<file path="src/rtl/food_spawner_if.sv">
// Handshake bundle between the food spawner and its surroundings:
// seeding, spawn request, body-storage query/answer and the food result.
// The master modport is the game side, the slave modport is the spawner.
interface food_spawner_if;
  logic [11:0] randomseed;
  logic        seed_load;
  logic        spawn_req;
  logic        occupied;
  logic        query_valid;
  logic [4:0]  query_x;
  logic [4:0]  query_y;
  logic        food_valid;
  logic [4:0]  food_x;
  logic [4:0]  food_y;
  logic        busy;
  logic        spawn_fail;

  modport master (
    output randomseed, seed_load, spawn_req, occupied,
    input  query_valid, query_x, query_y, food_valid, food_x, food_y, busy, spawn_fail
  );

  modport slave (
    input  randomseed, seed_load, spawn_req, occupied,
    output query_valid, query_x, query_y, food_valid, food_x, food_y, busy, spawn_fail
  );
endinterface

</file>
<file path="src/rtl/food_spawner.sv">
// Food spawner for the snake game.
// A 12-bit LFSR draws candidate cells; in-range candidates are checked
// against the snake body through a query/occupied handshake and the first
// free cell becomes the new food position.
// Optional feature macro: FOOD_LINEAR_PROBE_EN -- when random draws run out,
// fall back to a raster scan of the grid instead of reporting failure.
module food_spawner #(
  parameter int GRID_W    = 32,
  parameter int GRID_H    = 24,
  parameter int MAX_TRIES = 16
) (
  input logic           OSC,
  input logic           rst,
  food_spawner_if.slave bus
);

  localparam logic [11:0] LFSR_INIT   = 12'hDCF;
  localparam logic [5:0]  GRID_W_L    = 6'(GRID_W);
  localparam logic [5:0]  GRID_H_L    = 6'(GRID_H);
  localparam logic [7:0]  MAX_TRIES_L = 8'(MAX_TRIES);

  typedef enum logic [3:0] {
    ST_IDLE    = 4'd0,
    ST_STEP    = 4'd1,
    ST_CHECK   = 4'd2,
    ST_QUERY   = 4'd3,
    ST_WAIT    = 4'd4,
    ST_DONE    = 4'd5,
`ifdef FOOD_LINEAR_PROBE_EN
    ST_FAIL    = 4'd6,
    ST_PROBE_Q = 4'd7,
    ST_PROBE_W = 4'd8
`else
    ST_FAIL    = 4'd6
`endif
  } state_t;

  // Where the FSM goes once the random-draw budget is used up.
`ifdef FOOD_LINEAR_PROBE_EN
  localparam state_t ST_EXHAUST = ST_PROBE_Q;
`else
  localparam state_t ST_EXHAUST = ST_FAIL;
`endif

  // Feedback taps 11,10,9,3 folded into one parity bit.
  function automatic logic lfsr_fb(input logic [11:0] v);
    return v[11] ^ v[10] ^ v[9] ^ v[3];
  endfunction

  function automatic logic [11:0] lfsr_step(input logic [11:0] v);
    return {v[10:0], lfsr_fb(v)};
  endfunction

  state_t      state_r, state_nxt_s;
  logic [11:0] lfsr_r;
  logic [7:0]  tries_r;
  logic [4:0]  cand_x_s, cand_y_s;
  logic        in_range_s, exhausted_s;
  logic        query_valid_r, food_valid_r, busy_r, spawn_fail_r;
  logic [4:0]  query_x_r, query_y_r, food_x_r, food_y_r;

  assign cand_x_s    = lfsr_r[4:0];
  assign cand_y_s    = lfsr_r[9:5];
  assign in_range_s  = ({1'b0, cand_x_s} < GRID_W_L) && ({1'b0, cand_y_s} < GRID_H_L);
  assign exhausted_s = (tries_r == MAX_TRIES_L);

`ifdef FOOD_LINEAR_PROBE_EN
  localparam logic [4:0] GRID_W_M1 = 5'(GRID_W - 1);
  localparam logic [4:0] GRID_H_M1 = 5'(GRID_H - 1);

  logic [4:0] scan_x_r, scan_y_r, scan_x_nxt_s, scan_y_nxt_s;
  logic       last_cell_s;

  assign last_cell_s = (scan_x_r == GRID_W_M1) && (scan_y_r == GRID_H_M1);

  // Raster-scan cursor: restart at (0,0) on entry, advance after each busy cell.
  always_comb begin
    scan_x_nxt_s = scan_x_r;
    scan_y_nxt_s = scan_y_r;
    if (state_nxt_s == ST_PROBE_Q) begin
      if (state_r == ST_PROBE_W) begin
        if (scan_x_r == GRID_W_M1) begin
          scan_x_nxt_s = 5'd0;
          scan_y_nxt_s = scan_y_r + 5'd1;
        end else begin
          scan_x_nxt_s = scan_x_r + 5'd1;
          scan_y_nxt_s = scan_y_r;
        end
      end else begin
        scan_x_nxt_s = 5'd0;
        scan_y_nxt_s = 5'd0;
      end
    end else begin
      scan_x_nxt_s = scan_x_r;
      scan_y_nxt_s = scan_y_r;
    end
  end

  // Raster-scan cursor register.
  always_ff @(posedge OSC or negedge rst) begin
    if (!rst) begin
      scan_x_r <= 5'd0;
      scan_y_r <= 5'd0;
    end else begin
      scan_x_r <= scan_x_nxt_s;
      scan_y_r <= scan_y_nxt_s;
    end
  end
`endif

  // Next-state logic for the draw / query / publish sequence.
  always_comb begin
    state_nxt_s = state_r;
    case (state_r)
      ST_IDLE: begin
        if (bus.spawn_req) state_nxt_s = ST_STEP;
        else               state_nxt_s = ST_IDLE;
      end
      ST_STEP:  state_nxt_s = ST_CHECK;
      ST_CHECK: begin
        if (in_range_s)       state_nxt_s = ST_QUERY;
        else if (exhausted_s) state_nxt_s = ST_EXHAUST;
        else                  state_nxt_s = ST_STEP;
      end
      ST_QUERY: state_nxt_s = ST_WAIT;
      ST_WAIT: begin
        if (!bus.occupied)    state_nxt_s = ST_DONE;
        else if (exhausted_s) state_nxt_s = ST_EXHAUST;
        else                  state_nxt_s = ST_STEP;
      end
      ST_DONE:  state_nxt_s = ST_IDLE;
      ST_FAIL:  state_nxt_s = ST_IDLE;
`ifdef FOOD_LINEAR_PROBE_EN
      ST_PROBE_Q: state_nxt_s = ST_PROBE_W;
      ST_PROBE_W: begin
        if (!bus.occupied)    state_nxt_s = ST_DONE;
        else if (last_cell_s) state_nxt_s = ST_FAIL;
        else                  state_nxt_s = ST_PROBE_Q;
      end
`endif
      default:  state_nxt_s = ST_IDLE;
    endcase
  end

  // State register.
  always_ff @(posedge OSC or negedge rst) begin
    if (!rst) state_r <= ST_IDLE;
    else      state_r <= state_nxt_s;
  end

  // LFSR: a seed load beats a same-cycle step; zero would lock up, so it maps to the init value.
  always_ff @(posedge OSC or negedge rst) begin
    if (!rst) begin
      lfsr_r <= LFSR_INIT;
    end else if (bus.seed_load) begin
      lfsr_r <= (bus.randomseed == 12'd0) ? LFSR_INIT : bus.randomseed;
    end else if (state_r == ST_STEP) begin
      lfsr_r <= lfsr_step(lfsr_r);
    end
  end

  // Draw counter: cleared on request acceptance, bumped once per draw.
  always_ff @(posedge OSC or negedge rst) begin
    if (!rst) begin
      tries_r <= 8'd0;
    end else if ((state_r == ST_IDLE) && bus.spawn_req) begin
      tries_r <= 8'd0;
    end else if (state_r == ST_STEP) begin
      tries_r <= tries_r + 8'd1;
    end
  end

  // Registered outputs, computed from the state being entered so pulses line up with it.
  always_ff @(posedge OSC or negedge rst) begin
    if (!rst) begin
      query_valid_r <= 1'b0;
      query_x_r     <= 5'd0;
      query_y_r     <= 5'd0;
      food_valid_r  <= 1'b0;
      food_x_r      <= 5'd0;
      food_y_r      <= 5'd0;
      busy_r        <= 1'b0;
      spawn_fail_r  <= 1'b0;
    end else begin
      busy_r        <= (state_nxt_s != ST_IDLE);
      spawn_fail_r  <= (state_nxt_s == ST_FAIL);
      food_valid_r  <= (state_nxt_s == ST_DONE);
`ifdef FOOD_LINEAR_PROBE_EN
      query_valid_r <= (state_nxt_s == ST_QUERY) || (state_nxt_s == ST_PROBE_Q);
      if (state_nxt_s == ST_PROBE_Q) begin
        query_x_r <= scan_x_nxt_s;
        query_y_r <= scan_y_nxt_s;
      end else if (state_nxt_s == ST_QUERY) begin
        query_x_r <= cand_x_s;
        query_y_r <= cand_y_s;
      end
`else
      query_valid_r <= (state_nxt_s == ST_QUERY);
      if (state_nxt_s == ST_QUERY) begin
        query_x_r <= cand_x_s;
        query_y_r <= cand_y_s;
      end
`endif
      if (state_nxt_s == ST_DONE) begin
        food_x_r <= query_x_r;
        food_y_r <= query_y_r;
      end
    end
  end

  assign bus.query_valid = query_valid_r;
  assign bus.query_x     = query_x_r;
  assign bus.query_y     = query_y_r;
  assign bus.food_valid  = food_valid_r;
  assign bus.food_x      = food_x_r;
  assign bus.food_y      = food_y_r;
  assign bus.busy        = busy_r;
  assign bus.spawn_fail  = spawn_fail_r;

endmodule

</file>
<file path="src/flat_wrapper.sv">
// flat-port wrapper written by rule: the top's interface ports become plain ports
module food_spawner_flat 
#(
  parameter int GRID_W    = 32,
  parameter int GRID_H    = 24,
  parameter int MAX_TRIES = 16
)
  (OSC, rst, bus_randomseed, bus_seed_load, bus_spawn_req, bus_occupied, bus_query_valid, bus_query_x, bus_query_y, bus_food_valid, bus_food_x, bus_food_y, bus_busy, bus_spawn_fail);
  food_spawner_if bus_i ();
  input logic OSC;
  input logic rst;
  input wire logic [$bits(bus_i.randomseed)-1:0] bus_randomseed;
  input wire logic [$bits(bus_i.seed_load)-1:0] bus_seed_load;
  input wire logic [$bits(bus_i.spawn_req)-1:0] bus_spawn_req;
  input wire logic [$bits(bus_i.occupied)-1:0] bus_occupied;
  output wire logic [$bits(bus_i.query_valid)-1:0] bus_query_valid;
  output wire logic [$bits(bus_i.query_x)-1:0] bus_query_x;
  output wire logic [$bits(bus_i.query_y)-1:0] bus_query_y;
  output wire logic [$bits(bus_i.food_valid)-1:0] bus_food_valid;
  output wire logic [$bits(bus_i.food_x)-1:0] bus_food_x;
  output wire logic [$bits(bus_i.food_y)-1:0] bus_food_y;
  output wire logic [$bits(bus_i.busy)-1:0] bus_busy;
  output wire logic [$bits(bus_i.spawn_fail)-1:0] bus_spawn_fail;
  assign bus_i.randomseed = bus_randomseed;
  assign bus_i.seed_load = bus_seed_load;
  assign bus_i.spawn_req = bus_spawn_req;
  assign bus_i.occupied = bus_occupied;
  assign bus_query_valid = bus_i.query_valid;
  assign bus_query_x = bus_i.query_x;
  assign bus_query_y = bus_i.query_y;
  assign bus_food_valid = bus_i.food_valid;
  assign bus_food_x = bus_i.food_x;
  assign bus_food_y = bus_i.food_y;
  assign bus_busy = bus_i.busy;
  assign bus_spawn_fail = bus_i.spawn_fail;
  food_spawner #(.GRID_W(GRID_W), .GRID_H(GRID_H), .MAX_TRIES(MAX_TRIES)) u_core (.OSC(OSC), .rst(rst), .bus(bus_i));
endmodule
</file>
<file path="config.mk">
export PLATFORM = sky130hd
export DESIGN_NAME = food_spawner_flat
export DESIGN_NICKNAME = d
export VERILOG_FILES = /design/src/rtl/food_spawner_if.sv /design/src/rtl/food_spawner.sv /design/src/flat_wrapper.sv
export SDC_FILE = /design/constraint.sdc
export NUM_CORES = 1
export LEC_CHECK = 0
export ABC_CLOCK_PERIOD_IN_PS = 3800
export BUFFER_PORTS_ARGS = -buffer_cell sky130_fd_sc_hd__buf_2
export CAP_MARGIN = 20
export CORE_UTILIZATION = 28
export CTS_BUF_LIST = sky130_fd_sc_hd__clkbuf_8
export CTS_CLUSTER_DIAMETER = 40
export DETAILED_ROUTE_END_ITERATION = 16
export GPL_TIMING_DRIVEN = 0
export PLACE_DENSITY = 0.47
export SYNTH_ARGS = -nofsm -noshare
export SYNTH_HDL_FRONTEND = slang
export SYNTH_SLANG_ARGS = --single-unit
</file>
<file path="constraint.sdc">
create_clock -name OSC -period 3.8 [get_ports OSC]
set_clock_uncertainty 0.15 [all_clocks]
set_input_delay 0.57 -clock OSC [delete_from_list [all_inputs] [get_ports OSC]]
set_output_delay 0.57 -clock OSC [all_outputs]
set_load 0.1 [all_outputs]
</file>
==> flow_summary.ini, run 1 <==
[clock_network]
clock_latency_ns = 0.30
numCtsBuffers = 5
cts_setup_buffers = 0
cts_hold_buf = 0
h-tree-depth = 2
numClockSinks = 47
clock_path_buffers = 2
cts_tree = yes
clock-root-buffer = clkbuf_8
clk_pin_slew_ns = 0.10
cts_resized = 0

[sta]
period_share = 0.524
grt_setup_unrepaired = false
max_freq_mhz = 502
slew_headroom = 0.562
hold_violations = 0
max_slew.worst_pin.slew_ns = 0.655
maxSlewViolCount = 0
fin_crit_ns = 1.99
tns_ns = 0
holdWs_ns = 0.0656
setup_viol = 0

[min_path]
hold_class = input pin to async pin

[logic_synthesis]
ys.flop_type = dfrtp_1
avgSynthCellArea_um2 = 11.4
synth_top_family_by_area = simple AND/OR/NAND/NOR gates
synth.area.mux_share = 0.127
synthAdderAreaFrac = 0.0115
yosysWarnings = 0
synth_xor_area_frac = 0.0403
synth_area_leaders = dfrtp_1 (44%), dfstp_2 (11%), mux2_1 (9.9%)
synth_cell_types = 43
synth_compound_area_frac = 0.0950
synthTopCellsByCount = dfrtp_1 (38), nor2_1 (35), mux2_1 (19)
synth.net_count = 210
async_flop_share = 1.00
yosys.area.top_type = dfrtp_1
ys_seq_elements = 47
synthSimpleGateAreaFrac = 0.147
netlist_area_um2 = 2170
synth_edf_count = 0
yosysSeqAreaShare = 0.547
syn_inst = 191
synth.most_common_cell = dfrtp_1
synth_top_area_share = 0.438

[global_routing]
grt_first_pass_wirelength_mm = 7.77
gr-total-overflow = 0
grt_pass1_vias = 1554
globalRouteTotalUtil = 0.121
antenna_found_initial = 0
grt_max_degree = 48

[cells_and_area]
n_fill_cell = 772
antenna_cells = 0
layout-drive-gt1-share = 0.314
fin_area_um2 = 2630
nets = 257
syn2layout_area_growth_pct = 20.9

[drt]
first_pass_iters = 4
vias = 1563
drt-initial-drc-count = 46
vias_per_cell = 4.62
drtAntennaViolNets = 0
drc = 0
routedWlPerCell_um = 13.6
wirelength_mm = 4.58

[worst_setup_path]
cp.arrival_ns = 2.03
startpoint_type = flip-flop
required_ns = 3.84
critPathCaptureType = flip-flop
cp_slowest_cell = dfrtp_1
path_class = flip-flop to flip-flop
cpPeakStageDelay_ns = 0.39
critPathMaxFanout = 10
ff2ff_path_depth = 6
path_cells = buf_2 -> nor2_1 -> nand2_1 -> nor2_1 -> buf_2 -> mux2_1

[die]
die_area_um2 = 8110
die_x_um = 90.1
core-area_um2 = 7370
pin_count = 41
die_h_um = 90.1
rows = 31
start_util = 0.295

[placed_design]
io_buffer_count = 39
hpwl_mm = 3.26
place_congestion = 0.763
placed_cell_area_um2 = 2490

[run]
maxCapViolCount = 0

[run_status]
outcome = completed
==> worst max-delay path, delay by kind of cell, from the launching register on <==
family        cells  cell delay, ns
buf+inv           2            0.48
flops             1            0.39
mux               1            0.35
simple gates      3            0.50
==> layer usage <==
layer	GRT usage	wire, um	part of all wire
met5	0	0	0
met4	0.0470	85	0.019
met3	0.0271	138	0.030
met2	0.181	2030	0.44
met1	0.169	2330	0.51
==> through the flow <==
stage               std cells  utilization  setup WS (ns)
CTS                       337        0.354           1.79
finish                    338        0.356           1.81
detailed placement        329        0.338           1.82
floorplan                 191            -           2.02
global placement          329        0.338           1.82
global route              338        0.356           1.61
==> final timing paths <==
kind,from,endpoint,slack (ns)
max,u_core.state_r[1]$_DFF_PN0_,u_core.bus.food_x[2]$_DFFE_PN0N_,1.81
min,rst,u_core.bus.food_valid$_DFF_PN0_,0.07
max reg2reg,u_core.state_r[1]$_DFF_PN0_,u_core.bus.food_x[2]$_DFFE_PN0N_,1.81
min reg2reg,u_core.bus.food_x[3]$_DFFE_PN0N_,u_core.bus.food_x[3]$_DFFE_PN0N_,0.34
max in group asynchronous,rst,u_core.lfsr_r[11]$_DFFE_PN1P_,2.84
min in group OSC,u_core.bus.food_x[3]$_DFFE_PN0N_,u_core.bus.food_x[3]$_DFFE_PN0N_,0.34
==> cell type report <==
class                   instances  area, um^2  area share
flip-flops and latches         47        1190       0.452
well taps                      99         124      0.0472
repair buffers                 40         215      0.0819
inverters                       6        22.5     0.00858
clock inverters                 3        46.3      0.0176
multi-input cells             128         915       0.348
clock buffers                   5        68.8      0.0262
plain buffers                  10        47.5      0.0181
==> logic make-up (layout without fill, tap and decap cells) <==
family,Yosys count,after routing
AOI/OAI and AO/OA,26,26
xor gates and xnor gates,10,10
adders and majority gates,2,2
buffers and inverters,16,64
DFF,47,47
muxes,25,25
and+or+nand+nor,65,65
==> cell usage in the layout, fill, tap and decap left out, types with 2 or more instances in the layout <==
| cell | n |
|---|---|
| xnor2_1 | 7 |
| mux2_2 | 2 |
| nor4_1 | 3 |
| dfrtp_1 | 38 |
| mux2_1 | 19 |
| nand4_1 | 3 |
| ha_1 | 2 |
| clkbuf_1 | 3 |
| nor3_1 | 2 |
| nand3_1 | 2 |
| o21ai_1 | 6 |
| dfstp_2 | 9 |
| nand2_1 | 10 |
| clkbuf_8 | 5 |
| buf_2 | 44 |
| mux2i_1 | 4 |
| xor2_1 | 3 |
| inv_1 | 5 |
| nor2_1 | 35 |
| o22a_1 | 9 |
==> flip-flops by register name, summed over array words and instances, names as in the netlist <==
register                count
u_core.lfsr_r              12
u_core.tries_r              8
u_core.bus.food_x           5
u_core.bus.food_y           5
u_core.bus.query_x          5
u_core.bus.query_y          5
u_core.state_r              3
u_core.bus.busy             1
u_core.bus.food_valid       1
u_core.bus.query_valid      1
u_core.bus.spawn_fail       1
Power of run 1 is not shown: default switching activity piles up to over one toggle a cycle in this logic, so the estimate is an artifact.
==> run 2: changes to the inputs <==
ABC_CLOCK_PERIOD_IN_PS = 1620   (was 3800)
PLACE_DENSITY = 0.49   (was 0.47)
clock period = 1.62 ns   (was 3.8 ns; I/O delays follow)
==> flow_summary.ini, run 2 (synthesis results as in run 1) <==
[die]
die_x_um = 90.1
core-area_um2 = 7370
rows = 31
die_area_um2 = 8110
pin_count = 41
start_util = 0.295
die_h_um = 90.1

[clock_network]
numCtsBuffers = 5
clk_pin_slew_ns = 0.10
h-tree-depth = 2
clock_path_buffers = 2
clock-root-buffer = clkbuf_8
numClockSinks = 47
clock_latency_ns = 0.31
cts_tree = yes

[global_routing]
grt_util_met2 = 0.196
gr-total-overflow = 0
use_met1 = 0.195
globalRouteTotalUtil = 0.133
busiest_layer = met2
grt_max_degree = 48
grt_first_pass_wirelength_mm = 8.51
antenna_found_initial = 0
grt_pass1_vias = 1600
use_met3 = 0.0262

[run_status]
violations = negative setup slack
outcome = complete, but fails checks

[worst_setup_path]
endpoint = u_core.bus.spawn_fail$_DFF_PN0_
critPathMaxFanout = 3
timing.rr.start = u_core.tries_r[7]$_DFFE_PN0P_
ff2ff_path_depth = 5
startpoint_type = flip-flop
cp.arrival_ns = 1.91
required_ns = 1.69
path_class = flip-flop to flip-flop
critPathCaptureType = flip-flop
cp_slowest_cell = or4_4
reg2reg_to = u_core.bus.spawn_fail$_DFF_PN0_
path_cells = or4_4 -> a211oi_2 -> o32a_2 -> inv_2 -> nor4_2
cpPeakStageDelay_ns = 0.59
ff2ff_setup_slack_ns = -0.21
crit_start = u_core.tries_r[7]$_DFFE_PN0P_

[cells_and_area]
final_util = 0.437
syn2layout_area_growth_pct = 48.2
registers.top_by_ff_count = u_core.lfsr_r
final_common_cell = buf_2
largest_reg_flops = 12
multi_input_area_um2 = 1140
layout-drive-gt1-share = 0.548
fin_area_um2 = 3220
antenna_cells = 0
nets = 290
ff_latch_area_um2 = 1190
n_fill_cell = 716
layout_common_cells = buf_2 (40), dfrtp_1 (36), nor2_1 (22), buf_4 (21), mux2_4 (14)
reg_top3 = u_core.lfsr_r: 12 flops, u_core.tries_r: 8 flops

[drt]
first_pass_iters = 4
vias = 1719
routedWlPerCell_um = 14.4
wirelength_mm = 5.35
drc = 0
drtAntennaViolNets = 0
vias_per_cell = 4.63
drt-initial-drc-count = 71

[sta]
holdWs_ns = 0.0186
period_share = 1.13
max_freq_mhz = 546
hold_violations = 0
max_slew.worst_pin.slew_ns = 0.491
slew_headroom = 0.675
fin_crit_ns = 1.83
grt_setup_unrepaired = true
maxSlewViolCount = 0
setup_slack_ns = -0.212
setup_viol = 32

[placed_design]
dp_slack_ns = -0.280
io_buffer_count = 39
place_congestion = 0.751
placed_cell_area_um2 = 2530
hpwl_mm = 3.28

[min_path]
hold_class = input pin to flip-flop
holdCritStartpoint = bus_randomseed[4]

[run]
maxCapViolCount = 0
==> run 2: final cells by class <==
type,count,area share
multi-input combinational,128,0.353
sequential,47,0.370
timing repair buffer,73,0.164
inverter,6,0.00700
clock buffer,5,0.0214
tap,99,0.0385
clock inverter,3,0.00855
buffer,10,0.0377
==> run 2: what timing repair did <==
action / CTS / global route
hold endpoints to repair: 0 / 13
gates resized for setup: 32 / 44
buffers inserted: 13 / 15
setup endpoints to repair: 38 / 43
pin swaps: 10 / 23
gates cloned: 1 / 4
hold buffers: 0 / 1
==> run 2: metrics by stage <==
step | TNS (ns) | std cells
after floorplan | -0.212 | 191
after global placement | -6.12 | 329
after detailed placement | -6.49 | 329
after CTS | -1.51 | 351
after global routing | -4.27 | 371
final | -2.38 | 371
==> run 2: worst min-delay path by stage <==
stage / endpoint / slack, ns / cells past startpoint
floorplan: u_core.bus.busy$_DFF_PN0_ / -0.20 / 0
global placement: u_core.bus.food_y[1]$_DFFE_PN0N_ / 0.31 / 1
detailed placement: u_core.bus.food_y[1]$_DFFE_PN0N_ / 0.32 / 1
CTS: u_core.state_r[0]$_DFF_PN0_ / 0.003 / 1
global route: u_core.lfsr_r[5]$_DFFE_PN0P_ / 0.04 / 3
finish: u_core.lfsr_r[4]$_DFFE_PN0P_ / 0.02 / 3
==> run 2: worst max-delay path: cells and delay by family, from the launching register on <==
family / cells / cell delay (ns)
flops: 1 / 0.40
compound gates: 2 / 0.37
simple gates: 2 / 0.79
buf+inv: 1 / 0.04
==> run 2: layer usage <==
| metal | wire length, um | vias to the layer above |
|---|---|---|
| met1 | 2610 | 843 |
| met2 | 2480 | 47 |
| li1 | - | 824 |
| met5 | 0 | - |
| met3 | 194 | 5 |
| met4 | 66 | 0 |
Power of run 2 is left out for the same reason.
==> run 3: changes to the inputs <==
SKIP_CTS_REPAIR_TIMING = 1   (was default)
==> flow_summary.ini, run 3 (synthesis results as in run 1) <==
[run_status]
outcome = complete, but fails checks
violations = negative setup slack

[cells_and_area]
reg_top3 = u_core.lfsr_r: 12 flops, u_core.tries_r: 8 flops
final_common_cell = buf_2
final_util = 0.388
layout-drive-gt1-share = 0.398
registers.top_by_ff_count = u_core.lfsr_r
nets = 279
antenna_cells = 0
multi_input_area_um2 = 971
syn2layout_area_growth_pct = 31.7
largest_reg_flops = 12
instances_no_fill = 360
ff_latch_area_um2 = 1190
n_fill_cell = 755
layout_common_cells = buf_2 (42), dfrtp_1 (36), nor2_1 (34), buf_4 (21), mux2_1 (19)

[clock_network]
clk_pin_slew_ns = 0.10
numCtsBuffers = 5
h-tree-depth = 2
clock_latency_ns = 0.31
numClockSinks = 47
cts_tree = yes
clock-root-buffer = clkbuf_8
clock_path_buffers = 2

[drt]
wirelength_mm = 4.87
vias = 1658
drc = 0
first_pass_iters = 4
routedWlPerCell_um = 13.5
drtAntennaViolNets = 0
vias_per_cell = 4.61
drt-initial-drc-count = 52

[worst_setup_path]
cpPeakStageDelay_ns = 0.53
required_ns = 1.70
path_class = flip-flop to flip-flop
cp_slowest_cell = or4_4
critPathCaptureType = flip-flop
startpoint_type = flip-flop
cp.arrival_ns = 1.91
critPathMaxFanout = 5
path_cells = or4_4 -> a211oi_2 -> o32a_2 -> inv_2 -> nor4_2
ff2ff_path_depth = 5

[placed_design]
dp_cells = 329
hpwl_mm = 3.28
place_congestion = 0.751
io_buffer_count = 39

[sta]
max_slew.worst_pin.slew_ns = 0.489
tns_ns = -3.91
hold_violations = 0
maxSlewViolCount = 0
setup_slack_ns = -0.209
slew_headroom = 0.676
grt_setup_unrepaired = true
setup_viol = 32
fin_crit_ns = 1.83
period_share = 1.13
max_freq_mhz = 547

[global_routing]
grt_max_degree = 48
grt_first_pass_wirelength_mm = 7.98
globalRouteTotalUtil = 0.124
antenna_found_initial = 0
grt_pass1_vias = 1530
gr-total-overflow = 0

[die]
die_area_um2 = 8110
pin_count = 41
start_util = 0.295
die_h_um = 90.1
core-area_um2 = 7370
die_x_um = 90.1
rows = 31

[min_path]
hold_class = input pin to flip-flop
hold_path_depth = 3

[run]
maxCapViolCount = 0
-- run 3: cell types whose count changed in the layout (fill, tap and decap cells not counted), moves of 2 or more --
cell and delta:
mux2_1 +14, mux2_4 -14, nor2_1 +12, buf_6 -8, nor2_4 -8, nand2_1 +4, nor2_2 -4, nand2_2 -3
buf_12 -2, buf_2 +2, clkbuf_16 -2, nor3_2 +2, nor3_4 -2
-- run 3: worst paths after layout --
kind                                                         end                        startpoint  slack (ns)
worst max-delay path             u_core.bus.spawn_fail$_DFF_PN0_     u_core.tries_r[3]$_DFFE_PN0P_       -0.21
worst min-delay path                u_core.lfsr_r[4]$_DFFE_PN0P_                 bus_randomseed[4]        0.02
worst max register to register   u_core.bus.spawn_fail$_DFF_PN0_     u_core.tries_r[3]$_DFFE_PN0P_       -0.21
worst min register to register  u_core.bus.food_x[2]$_DFFE_PN0N_  u_core.bus.food_x[2]$_DFFE_PN0N_        0.34
max in group asynchronous           u_core.lfsr_r[8]$_DFFE_PN1P_                               rst        0.54
min in group asynchronous            u_core.state_r[0]$_DFF_PN0_                               rst        0.21
-- run 3: area by class of cell --
cell class,count,share of cell area
Tap cell,99,0.0433
Clock inverter,3,0.00962
Buffer,10,0.0271
Sequential cell,47,0.416
Clock buffer,5,0.0240
Multi-Input combinational cell,128,0.339
Inverter,6,0.00787
Timing Repair Buffer,62,0.133
-- run 3: per-layer routing --
metal / wire length [um] / global-route usage
met1: 2450 / 0.181
met2: 2160 / 0.181
met3: 180 / 0.0262
met4: 74 / 0.0403
met5: 0 / 0
-- run 3: worst max-delay path: cells and delay by family (launching register included) --
family	cells	cell delay (ns)
DFF	1	0.44
AOI/OAI and AO/OA	2	0.40
and+or+nand+nor	2	0.71
buffers and inverters	1	0.04
-- run 3: stage by stage --
stage,setup slack [ns],area (um^2),hold WS (ns)
floorplan,-0.123,2210,-0.203
global placement,-0.280,2530,0.311
detailed placement,-0.280,2530,0.321
CTS,-0.296,2630,0.00357
global route,-0.279,2860,0.0425
finish,-0.209,2860,0.0189
Power of run 3 is left out for the same reason.
